<file path="src/rtl/hub75_column_driver.sv">
// HUB75 column driver: requests a column pair, shifts it into a 64x64 1/32-scan
// panel and displays it with 3-plane binary-coded modulation.
module hub75_column_driver #(
  parameter int unsigned NUM_ROWS    = 64,
  parameter int unsigned SCAN_RATE   = 32,
  parameter int unsigned RGB_RES     = 9,
  parameter int unsigned BCM_BASE    = 16,
  parameter int unsigned REQ_TIMEOUT = 256
) (
  input  logic                                      clk_in,
  input  logic                                      rst_in,
  input  logic [1:0][NUM_ROWS-1:0][RGB_RES-1:0]     columns,
  input  logic [$clog2(SCAN_RATE)-1:0]              col_num1,
  input  logic                                      data_valid,
  output logic                                      hub75_ready,
  output logic [$clog2(SCAN_RATE)-1:0]              hub75_addr,
  output logic [2:0]                                hub75_rgb0,
  output logic [2:0]                                hub75_rgb1,
  output logic                                      hub75_clk,
  output logic                                      hub75_latch,
  output logic                                      hub75_oe_n
);

  localparam int unsigned AW = $clog2(SCAN_RATE);
  localparam int unsigned PW = $clog2(NUM_ROWS);
  localparam int unsigned TW = $clog2(REQ_TIMEOUT);
  localparam int unsigned DW = $clog2((BCM_BASE << 2) + 1);
  localparam int unsigned CB = RGB_RES / 3;
  localparam int unsigned IW = $clog2(RGB_RES);

  localparam logic [PW-1:0] PIX_LAST = PW'(NUM_ROWS - 1);
  localparam logic [TW-1:0] TO_LAST  = TW'(REQ_TIMEOUT - 1);

  typedef enum logic [2:0] {
    S_REQ,
    S_WAIT,
    S_SHIFT,
    S_LATCH,
    S_DISPLAY
  } state_t;

  state_t                                  state;
  logic [PW-1:0]                           pix;
  logic                                    phase;
  logic [1:0]                              plane;
  logic [TW-1:0]                           to_cnt;
  logic [DW-1:0]                           disp_cnt;
  logic [1:0][NUM_ROWS-1:0][RGB_RES-1:0]   col_buf;
  logic [AW-1:0]                           addr_buf;

  logic                                    capture_c;
  logic [RGB_RES-1:0]                      px0_c;
  logic [RGB_RES-1:0]                      px1_c;
  logic [IW-1:0]                           r_idx_c;
  logic [IW-1:0]                           g_idx_c;
  logic [IW-1:0]                           b_idx_c;
  logic [DW-1:0]                           disp_last_c;

  // Current pixel and the bit of each colour field selected by the BCM plane
  always_comb begin
    capture_c   = (state == S_WAIT) && data_valid;
    px0_c       = col_buf[0][pix];
    px1_c       = col_buf[1][pix];
    r_idx_c     = IW'(2 * CB) + IW'(plane);
    g_idx_c     = IW'(CB) + IW'(plane);
    b_idx_c     = IW'(plane);
    disp_last_c = DW'((BCM_BASE << plane) - 1);
  end

  // Pair buffer; only loaded while waiting, so stray strobes never disturb it
  always_ff @(posedge clk_in) begin
    if (capture_c) begin
      col_buf  <= columns;
      addr_buf <= col_num1;
    end
  end

  always_ff @(posedge clk_in or negedge rst_in) begin
    if (!rst_in) begin
      state       <= S_REQ;
      pix         <= '0;
      phase       <= 1'b0;
      plane       <= '0;
      to_cnt      <= '0;
      disp_cnt    <= '0;
      hub75_ready <= 1'b0;
      hub75_addr  <= '0;
      hub75_rgb0  <= '0;
      hub75_rgb1  <= '0;
      hub75_clk   <= 1'b0;
      hub75_latch <= 1'b0;
      hub75_oe_n  <= 1'b1;
    end else begin
      hub75_ready <= 1'b0;
      hub75_clk   <= 1'b0;
      hub75_latch <= 1'b0;
      hub75_oe_n  <= 1'b1;
      unique case (state)
        S_REQ: begin
          hub75_ready <= 1'b1;
          to_cnt      <= '0;
          state       <= S_WAIT;
        end
        // A strobe coinciding with timeout expiry is still captured
        S_WAIT: begin
          if (data_valid) begin
            plane <= '0;
            pix   <= PIX_LAST;
            phase <= 1'b0;
            state <= S_SHIFT;
          end else if (to_cnt == TO_LAST) begin
            state <= S_REQ;
          end else begin
            to_cnt <= to_cnt + TW'(1);
          end
        end
        S_SHIFT: begin
          hub75_clk  <= phase;
          hub75_rgb0 <= {px0_c[r_idx_c], px0_c[g_idx_c], px0_c[b_idx_c]};
          hub75_rgb1 <= {px1_c[r_idx_c], px1_c[g_idx_c], px1_c[b_idx_c]};
          phase      <= ~phase;
          if (phase) begin
            if (pix == '0) begin
              state <= S_LATCH;
            end else begin
              pix <= pix - PW'(1);
            end
          end
        end
        S_LATCH: begin
          hub75_latch <= 1'b1;
          hub75_addr  <= addr_buf;
          disp_cnt    <= '0;
          state       <= S_DISPLAY;
        end
        S_DISPLAY: begin
          hub75_oe_n <= 1'b0;
          if (disp_cnt == disp_last_c) begin
            if (plane == 2'd2) begin
              state <= S_REQ;
            end else begin
              plane <= plane + 2'd1;
              pix   <= PIX_LAST;
              phase <= 1'b0;
              state <= S_SHIFT;
            end
          end else begin
            disp_cnt <= disp_cnt + DW'(1);
          end
        end
        default: state <= S_REQ;
      endcase
    end
  end

endmodule
</file>
<file path="config.mk">
export PLATFORM = sky130hd
export DESIGN_NAME = hub75_column_driver
export DESIGN_NICKNAME = d
export VERILOG_FILES = /design/src/rtl/hub75_column_driver.sv
export SDC_FILE = /design/constraint.sdc
export NUM_CORES = 1
export LEC_CHECK = 0
export CORE_AREA = 2 2 454 456
export DETAILED_ROUTE_END_ITERATION = 6
export DIE_AREA = 0 0 456 458
export PLACE_DENSITY = 0.41
export SYNTH_ARGS = -nofsm -noshare
export SYNTH_HDL_FRONTEND = slang
export SYNTH_SLANG_ARGS = --single-unit
</file>
<file path="constraint.sdc">
create_clock -name clk_in -period 64.4 [get_ports clk_in]
set_clock_uncertainty 0.2 [all_clocks]
set_input_delay 6.44 -clock clk_in [delete_from_list [all_inputs] [get_ports clk_in]]
set_output_delay 6.44 -clock clk_in [all_outputs]
set_load 0.02 [all_outputs]
</file>
==> results of run 1 <==
## flip-flops by register name (all words and copies together), names as in the netlist
name         flops
addr_buf         5
phase            1
hub75_ready      1
state            3
hub75_addr       5
to_cnt           8
hub75_clk        1
hub75_rgb0       3
hub75_latch      1
col_buf       1152
hub75_rgb1       3
disp_cnt         7
pix              6
hub75_oe_n       1
plane            2
## area by class of cell
| cell class | count | share of cell area (%) |
|---|---|---|
| sequential | 1199 | 53.8 |
| timing repair buffer | 1237 | 18.4 |
| multi-input combinational | 934 | 15.4 |
| clock buffer | 180 | 5.80 |
| tap | 2688 | 5.05 |
| clock inverter | 90 | 1.38 |
| antenna | 25 | 0.0939 |
| inverter | 12 | 0.0676 |
## layout by cell type (no fill, tap or decap), types with 15 or more instances in the layout
master and n:
a211oi_1 16, a21oi_1 29, a221oi_1 24, a22o_1 15, a22oi_1 77, buf_4 59, clkbuf_1 29, clkbuf_16 149
clkdlybuf4s50_1 1173, clkinv_1 28, clkinv_2 32, dfrtp_1 35, diode_2 25, edfxtp_1 1157, mux2_2 33, mux2i_1 194
mux4_1 30, mux4_2 163, nand2_1 72, nand3_1 38, nor2_1 37, o21ai_0 21
## cell usage after synthesis (all sizes together) (5+ instances only)
| master | number |
|---|---|
| ha | 8 |
| clkbuf | 38 |
| nand3 | 38 |
| edfxtp | 1157 |
| nand4 | 11 |
| and2 | 9 |
| nand2 | 72 |
| a22oi | 77 |
| mux2 | 34 |
| inv | 11 |
| mux2i | 194 |
| a22o | 15 |
| xnor2 | 10 |
| a31oi | 6 |
| dfrtp | 41 |
| a21oi | 29 |
| nor2b | 8 |
| mux4 | 193 |
| buf | 88 |
| a221oi | 27 |
| nor2 | 40 |
| o221ai | 8 |
| o22ai | 10 |
| and3 | 8 |
| a221o | 5 |
| xor2 | 7 |
| nor3 | 14 |
| o21ai | 24 |
| a211oi | 17 |
| o211ai | 5 |
## metal layers
layer	routed length, um	vias up	share of wire (%)	GRT usage (%)
met1	81700	14400	40	22.8
met2	106000	1063	52	34.2
met5	434	-	0.21	0
met4	3960	70	1.9	3.99
met3	12800	328	6.2	5.39
li1	-	12100	-	-
## worst reg2reg max path, cell delays in order, from the launching register on
cell and delay, ns:
dfrtp_4 0.82, buf_4 0.65, buf_4 0.72, buf_12 0.45, mux2_2 0.68, a221oi_1 0.59
a31oi_1 0.36, a211oi_1 0.85, a2111oi_0 0.26, a211o_1 0.31
## worst max path at each step
stage	endpoint	start	cells past startpoint	slack [ns]
6_report	col_buf[45]	data_valid	8	53.12
2_1_floorplan	pix[1]	data_valid	5	2.06
5_1_grt	col_buf[118]	data_valid	8	52.77
3_3_place_gp	col_buf[524]	data_valid	8	52.21
3_5_place_dp	col_buf[40]	data_valid	8	52.23
4_1_cts	col_buf[40]	data_valid	8	53.07
## cell families after synthesis
kind of cell,Yosys count,share of synthesized area (%)
flops,1199,76.2
simple gates,231,2.50
buf+inv,138,2.22
compound gates,257,4.12
xor+xnor,17,0.317
fa+ha+maj,8,0.213
mux,421,14.4
## power groups by stage
| stage | combinational, uW | sequential, uW | clock (uW) |
|---|---|---|---|
| final | 73.5 | 854 | 828 |
| after global routing | 77.4 | 854 | 881 |
| after CTS | 73.9 | 854 | 852 |
| after detailed placement | 73.4 | 871 | 0 |
| after global placement | 72.6 | 871 | 0 |
| after floorplan | 0.0594 | 871 | 0 |
## stage by stage
| step | hold slack [ns] | std cells | total power, uW | util [%] | instance area, sq um |
|---|---|---|---|---|---|
| final | 0.265 | 6365 | 1760 | 32.7 | 66600 |
| after CTS | 0.263 | 6340 | 1780 | 32.7 | 66500 |
| after floorplan | 0.254 | 2271 | 871 | - | 47000 |
| after global routing | 0.282 | 6354 | 1810 | 32.7 | 66600 |
| after detailed placement | 0.262 | 6070 | 944 | 30.3 | 61800 |
| after global placement | 0.257 | 6070 | 943 | 30.3 | 61800 |
==> run_results.csv, run 1 <==
group,metric,value,unit
run_status,run_status,"completed",
power,p_clk_share,47.1,%
timing,finalSetupTns,0,ns
global_route,grt_usage,19.1,%
clock_tree,htree_num_levels,4,
power,p_comb_share,4.2,%
cells_and_area,fillers,19800,
cells_and_area,regArea,35800,sq um
floorplan,start_util,23.1,%
worst_setup_path,reg2reg_slack,58.39,ns
cells_and_area,multi_input_area,10300,sq um
synth,ys_seq_area_share,76.2,%
worst_setup_path,r2r_end,"hub75_rgb1[0]",
timing,fin_ws,53.12,ns
clock_tree,root_buffer,"clkbuf_16",
power,seqPwrFrac,48.7,%
power,power_leakage,0.0230,uW
placement,dpl_worst_slack,52.23,ns
synth,synth_edf_count,1157,
clock_tree,clk_latency,0.80,ns
synth,netlist_area,47000,sq um
synth,syn_area_per_cell,20.7,sq um
clock_tree,cts_resized,0,
global_route,grt_pass1_vias,29500,
global_route,grt-ovfl-total,0,
flow_run,max_cap_viol_count,0,
min_path,hp-start,"addr_buf[1]",
route,drt_wl_total,205000,um
worst_setup_path,worstSetupPathType,"primary input to register",
route,drc,0,
cells_and_area,syn_to_final_growth,41.7,%
placement,place_congestion,0.788,
power,p_int,1390,uW
floorplan,dieArea,209000,sq um
synth,yosys.area.top_type,"edfxtp_1",
synth,syn_nets,3439,
worst_setup_path,cp_top_family,"buffers and inverters",
worst_setup_path,path_cells,"clkdlybuf4s50_1 > nand2_1 > nor2_4 > buf_12 > buf_4 > buf_4 > buf_4 > buf_4",
floorplan,core,204000,sq um
route,vias,27900,
floorplan,rows,166,
synth,ys_top_cells_by_area,"edfxtp_1 74%, mux4_2 7.8%, mux2i_1 4.1%, dfrtp_1 2.2%, mux4_1 1.7%",
clock_tree,clock_sinks,1199,
cells_and_area,drive_gt1_share,14.2,%
timing,worst_slew_pin_slew,1.18,ns
synth,synth_top_area_share,74.0,%
route,first_pass_iters,5,
timing,rsz0062_at_grt,"false",
min_path,hold_class,"register to register",
worst_setup_path,crit_top_cell,"buf_4",
timing,slew_viol_final,0,
placement,hpwlAfterDp,155000,um
clock_tree,post_cts.repair.setup_buffers,0,
synth,yosys_warnings,0,
clock_tree,cts_buffer_depth,3,
power,switchingPower,361,uW
clock_tree,cts_tree,"done",
worst_setup_path,crit_buf_inv,6,
global_route,grt_max_degree,155,
worst_setup_path,worstPathArrival,11.49,ns
floorplan,dieWidth,456,um
timing,finalHoldViolCount,0,
timing,fin_crit_sh,17.5,%
floorplan,die_h,458,um
timing,setup_viol,0,
clock_tree,clkSlewWorstSetupHoldPaths,0.06,ns
power,power_density,26.4,nW/um^2
route,drt_iter0_drc,1896,
worst_setup_path,rr_worst_depth,9,
timing,relSlewSlack,21.5,%
placement,port-buffer-count,1174,
synth,ys_dominant_reg_cell,"edfxtp_1",
worst_setup_path,critPathSlowestCell,"buf_4",
synth,synthCells,2271,
clock_tree,ctsHoldBuffers,0,
route,wl_per_cell,32.2,um
synth,synth-seq-cells,1199,
timing,timing.fmax,88.7,MHz
global_route,antenna_found_initial,117,
synth,synth.distinct_cells,83,
power,peakVddDrop,0.0000269,V
worst_setup_path,required,64.61,ns
min_path,min_to,"hub75_addr[1]",
cells_and_area,nNetsFinal,4699,
synth,synth-async-reset-ratio,3.50,%
global_route,grt_pass1_wl,267000,um
power,swShare,20.6,%
worst_setup_path,r2r-start,"pix[0]",
route,via_per_inst,4.38,
timing,fin_crit,11.28,ns
worst_setup_path,start_kind,"primary input",
worst_setup_path,cpPeakStageDelay,0.91,ns
worst_setup_path,critPathCaptureType,"register",
clock_tree,cts_buffers,147,
route,postRouteAntennaNets,0,
min_path,hold_depth,1,
worst_setup_path,crit_fanout,154,
floorplan,io_pins,1175,
(Power assumes the default switching activity.)
==> run 2: changes to the inputs <==
==> constraint.sdc (replaced) <==
create_clock -name clk_in -period 10.81 [get_ports clk_in]
set_clock_uncertainty 0.2 [all_clocks]
set_input_delay 1.081 -clock clk_in [delete_from_list [all_inputs] [get_ports clk_in]]
set_output_delay 1.081 -clock clk_in [all_outputs]
set_load 0.02 [all_outputs]
==> run 2 against run 1 <==
Net effect: cell area shrank 0.25%; largest power group unchanged; highest routed layer unchanged; clock-buffer cell count up 13; clock power grew to 5.8 times the previous value; critical path type is now register to register.
==> run_results.csv, run 2 (synthesized netlist as in run 1, its figures left out) <==
group,metric,value,unit
power,p_total,10400,uW
route,drt_wl_total,210000,um
clock_tree,clock_sinks,1199,
timing,setup_viol,0,
route,postRouteAntennaNets,0,
timing,fin_crit_sh,45.9,%
floorplan,dieArea,209000,sq um
cells_and_area,largest_register_ffs,1152,
cells_and_area,nNetsFinal,4688,
clock_tree,ctsHoldBuffers,0,
clock_tree,clk_latency,0.80,ns
clock_tree,cts_buffer_depth,3,
worst_setup_path,rr_worst_depth,8,
power,power_leakage,0.0229,uW
flow_run,max_cap_viol_count,0,
clock_tree,htree_num_levels,4,
floorplan,dieWidth,456,um
cells_and_area,drive_gt1_share,13.2,%
clock_tree,post_cts.repair.setup_buffers,0,
clock_tree,cts_tree,"done",
run_status,run_status,"completed",
timing,slew_viol_final,0,
clock_tree,root_buffer,"clkbuf_16",
clock_tree,clkSlewWorstSetupHoldPaths,0.06,ns
floorplan,rows,166,
cells_and_area,final_cell_mix,"1173 x clkdlybuf4s50_1, 1157 x edfxtp_1, 194 x mux2i_1",
global_route,antenna_found_initial,126,
global_route,grt_max_degree,178,
placement,place_congestion,0.796,
timing,worst_slew_pin_slew,1.33,ns
timing,relSlewSlack,11.1,%
route,vias,28000,
min_path,hold_class,"primary input to async pin",
global_route,grt_pass1_wl,273000,um
clock_tree,cts_buffers,149,
timing,finalSetupTns,0,ns
worst_setup_path,worstSetupPathType,"register to register",
cells_and_area,top_register,"col_buf",
global_route,grt-ovfl-total,0,
worst_setup_path,worstPathArrival,5.43,ns
timing,timing.fmax,202,MHz
floorplan,core,204000,sq um
worst_setup_path,critPathCaptureType,"register",
timing,hold_ws,0.208,ns
clock_tree,cts_resized,0,
placement,port-buffer-count,1174,
route,wl_per_cell,33.1,um
route,drc,0,
power,peakVddDrop,0.000161,V
timing,fin_crit,4.96,ns
global_route,grt_pass1_vias,29700,
cells_and_area,reg_top3,"col_buf: 1152 flops, to_cnt: 8 flops, disp_cnt: 7 flops",
worst_setup_path,required,11.29,ns
global_route,grt_usage,19.6,%
power,power_density,156,nW/um^2
cells_and_area,syn_to_final_growth,41.4,%
cells_and_area,finalInstanceArea,66400,sq um
timing,rsz0062_at_grt,"false",
route,drt_iter0_drc,2295,
floorplan,die_h,458,um
floorplan,start_util,23.1,%
cells_and_area,layout_commonest_cell,"clkdlybuf4s50_1",
timing,finalHoldViolCount,0,
floorplan,io_pins,1175,
worst_setup_path,start_kind,"register",
placement,place_area,61700,sq um
placement,hpwlAfterDp,160000,um
route,via_per_inst,4.41,
route,first_pass_iters,5,
worst_setup_path,crit_fanout,41,
[run 2: changes by cell type in the layout (fill, tap and decap cells not counted), moves of 5 or more]
cell       previous run  this run
diode_2              25        36
clkbuf_1             29        40
bufinv_16            12         7
buf_4                59        42
clkinv_1             28        33
clkinv_2             32        13
[run 2: per-stage QoR]
stage	instances	worst slack (ns)	utilization, %
after CTS	6319	5.76	32.6
final	6355	5.85	32.6
after detailed placement	6057	5.77	30.3
after global routing	6340	5.73	32.6
after global placement	6057	5.78	30.3
after floorplan	2271	-9.21	-
[run 2: routing by layer]
layer / up-vias / wire length, um / track usage (%)
met5: - / 595 / 0
met4: 94 / 4700 / 5.23
met3: 345 / 14400 / 5.90
met2: 1154 / 110000 / 35.1
met1: 14400 / 81000 / 22.7
li1: 12100 / - / -
[run 2: path summary, 6_finish.rpt]
path	from	end	slack [ns]
min reg2reg	addr_buf[2]	hub75_addr[2]	0.28
min in group clk_in	addr_buf[2]	hub75_addr[2]	0.28
min	rst_in	hub75_addr[3]	0.21
max in group asynchronous	rst_in	pix[0]	9.59
max	pix[2]	hub75_rgb0[0]	5.85
max reg2reg	pix[2]	hub75_rgb0[0]	5.85
[run 2: area by class of cell]
cell class | count | area (sq um)
Timing Repair Buffer | 1224 | 12200
Antenna cell | 36 | 90.1
Fill cell | 19700 | 137000
Inverter | 12 | 45.0
Tap cell | 2688 | 3360
Clock buffer | 193 | 3980
Clock inverter | 69 | 656
Sequential cell | 1199 | 35800
Multi-Input combinational cell | 934 | 10300
[run 2: power by group]
| part | internal, uW | switching, uW | leakage, uW |
|---|---|---|---|
| Sequential | 5090 | 0 | 0.0109 |
| Clock | 2770 | 2060 | 0.00225 |
| Combinational | 363 | 81.1 | 0.00972 |
[run 2: critical path, stage by stage, from the launching register on]
cell	delay, ns
dfrtp_4	0.71
buf_4	0.73
and2_2	1.02
a22oi_1	0.42
o21ai_0	0.17
o21ai_0	0.43
a311oi_2	0.60
a211oi_1	0.15
a221o_1	0.30
==> run 3: changes to the inputs <==
--- a/config.mk
+++ b/config.mk
@@ -8,7 +8,7 @@
 export CORE_AREA = 2 2 454 456
 export DETAILED_ROUTE_END_ITERATION = 6
 export DIE_AREA = 0 0 456 458
-export PLACE_DENSITY = 0.41
+export PLACE_DENSITY = 0.42
 export SYNTH_ARGS = -nofsm -noshare
 export SYNTH_HDL_FRONTEND = slang
 export SYNTH_SLANG_ARGS = --single-unit
==> constraint.sdc (replaced) <==
create_clock -name clk_in -period 4.4 [get_ports clk_in]
set_clock_uncertainty 0.2 [all_clocks]
set_input_delay 0.44 -clock clk_in [delete_from_list [all_inputs] [get_ports clk_in]]
set_output_delay 0.44 -clock clk_in [all_outputs]
set_load 0.02 [all_outputs]
==> run 3 against run 2 <==
Net effect: die area did not move; utilization rose by 5.7 points; critical path type unchanged; first-iteration DRC count fell by 4.7%; worst setup slack got worse by 5.7 ns; sequential share of layout area fell by 8.0 points; sequential power rose by 150%; worst hold slack got worse by 0.15 ns; highest routed layer unchanged; non-clock buffer count rose by 1154; clock-buffer cell count fell by 2.
==> run_results.csv, run 3 (synthesized netlist as in run 1, its figures left out) <==
group,metric,value,unit
route,drt_iter0_drc,2187,
route,postRouteAntennaNets,0,
power,peakVddDrop,0.000393,V
worst_setup_path,r2r-start,"pix[2]",
min_path,min_to,"col_buf[1042]",
timing,relSlewSlack,27.9,%
cells_and_area,top_register,"col_buf",
worst_setup_path,critPathCaptureType,"register",
worst_setup_path,crit_fanout,32,
timing,timing.fmax,234,MHz
power,power_density,337,nW/um^2
worst_setup_path,critPathSlowestCell,"dfrtp_4",
clock_tree,cts_buffer_depth,3,
timing,slew_viol_final,0,
timing,fin_crit_sh,97.0,%
global_route,grt-ovfl-total,0,
cells_and_area,layout_commonest_cell,"clkdlybuf4s50_1",
power,swShare,20.7,%
floorplan,start_util,23.1,%
global_route,grt_pass1_wl,288000,um
worst_setup_path,rr_worst_depth,8,
route,wl_per_cell,28.5,um
floorplan,die_h,458,um
clock_tree,cts_buffers,146,
timing,finalSetupTns,0,ns
timing,worst_slew_pin_slew,1.08,ns
cells_and_area,final_cell_mix,"1173 x clkdlybuf4s50_1, 1157 x edfxtp_1, 1101 x dlygate4sd3_1",
timing,finalHoldViolCount,0,
power,p_int,20900,uW
route,drc,0,
placement,place_congestion,0.807,
global_route,grt_most_used_layer,"met2",
worst_setup_path,cpPeakStageDelay,0.86,ns
clock_tree,root_buffer,"clkbuf_16",
timing,fin_ws,0.134,ns
worst_setup_path,critical_path_depth,8,
cells_and_area,largest_register_ffs,1152,
route,via_per_inst,4.28,
worst_setup_path,reg2reg_slack,0.13,ns
global_route,grt_pass1_vias,35400,
global_route,use_met1,24.7,%
clock_tree,cts_tree,"done",
min_path,hold_depth,1,
cells_and_area,drive_gt1_share,11.1,%
power,p_clk_share,44.8,%
placement,dpl_worst_slack,0.0631,ns
worst_setup_path,worstSetupPathType,"register to register",
clock_tree,htree_num_levels,4,
global_route,met3_usage,3.88,%
global_route,met2_usage,36.0,%
worst_setup_path,r2r_end,"hub75_rgb1[0]",
floorplan,io_pins,1175,
placement,hpwlAfterDp,163000,um
timing,hold_ws,0.0571,ns
clock_tree,clk_latency,0.80,ns
floorplan,core,204000,sq um
route,vias,32100,
floorplan,dieArea,209000,sq um
power,switchingPower,5450,uW
cells_and_area,nNetsFinal,5839,
global_route,antenna_found_initial,52,
global_route,grt_max_degree,116,
placement,port-buffer-count,1174,
route,drt_wl_total,214000,um
flow_run,max_cap_viol_count,0,
power,power_leakage,0.0278,uW
cells_and_area,reg_top3,"col_buf: 1152 flops, to_cnt: 8 flops, disp_cnt: 7 flops",
clock_tree,clock_sinks,1199,
min_path,hold_class,"primary input to register",
cells_and_area,final_core_util,38.3,%
worst_setup_path,worstPathArrival,4.76,ns
floorplan,rows,166,
clock_tree,cts_resized,0,
worst_setup_path,crit_buf_inv,1,
worst_setup_path,required,4.89,ns
worst_setup_path,cp_top_family,"compound AO/OA/AOI/OAI gates",
timing,rsz0062_at_grt,"false",
floorplan,dieWidth,456,um
min_path,hp-start,"columns[1042]",
cells_and_area,syn_to_final_growth,66.1,%
route,first_pass_iters,7,
timing,setup_viol,0,
clock_tree,clkSlewWorstSetupHoldPaths,0.06,ns
run_status,run_status,"completed",
power,p_comb_share,7.6,%
worst_setup_path,start_kind,"register",
worst_setup_path,path_cells,"nor2b_4 > buf_4 > a22oi_1 > nand2_1 > o21ai_0 > a211oi_1 > a2111oi_0 > a211o_1",
power,seqPwrFrac,47.6,%
global_route,grt_usage,20.0,%
timing,fin_crit,4.27,ns
run 3: cell types whose count changed in the layout (fill, tap and decap cells not counted), sizes merged:
cell and delta:
dlygate4sd3 +1101, buf +53, clkinv +5, inv -4, bufinv +2, clkbuf -2, diode -2, clkinvlp -1
run 3: worst max path at each step:
stage                         from            end  slack (ns)
final                       pix[2]  hub75_rgb1[0]        0.13
after global routing        pix[2]  hub75_rgb1[0]        0.06
after CTS                   pix[3]  hub75_rgb0[1]        0.06
after detailed placement    pix[3]  hub75_rgb0[1]        0.06
after global placement      pix[3]  hub75_rgb0[1]         0.1
after floorplan           state[2]          phase      -15.33
run 3: what timing repair did:
action                                  CTS  global route
buffers inserted                          0             0
hold buffers                           1101             0
endpoints found under the hold margin  1142             0
setup endpoints to repair                 0             0
run 3: stage by stage:
step | power [uW] | cell area (sq um) | cells
final | 26300 | 78000 | 7507
after global routing | 27100 | 78000 | 7505
after CTS | 26700 | 77900 | 7473
after detailed placement | 13800 | 62400 | 6110
after global placement | 13800 | 62400 | 6110
after floorplan | 12800 | 47000 | 2271
run 3: routing by layer:
layer	share of wire, %	vias to the layer above
li1	-	14400
met1	41	16500
met2	52	1024
met3	4.6	233
met4	1.8	18
met5	0.051	-
run 3: area by class of cell:
class,count,area (sq um)
flip-flops and latches,1199,35800
diodes,34,85.1
clock inverters,71,643
repair buffers,2378,23900
multi-input cells,934,10300
fillers,19200,126000
inverters,12,45.0
well taps,2688,3360
clock buffers,191,3930
run 3: power groups by stage:
stage	Sequential (uW)	Clock (uW)	Combinational, uW
4_1_cts	12500	12100	2020
6_report	12500	11800	2010
2_1_floorplan	12800	0	0.797
5_1_grt	12500	12500	2100
3_3_place_gp	12700	0	1080
3_5_place_dp	12700	0	1090
run 3: worst reg2reg max path, cell delays in order, from the launching register on:
cell and delay [ns]:
dfrtp_4 0.86, nor2b_4 0.79, buf_4 0.41, a22oi_1 0.16, nand2_1 0.25, o21ai_0 0.25, a211oi_1 0.67, a2111oi_0 0.27
a211o_1 0.31
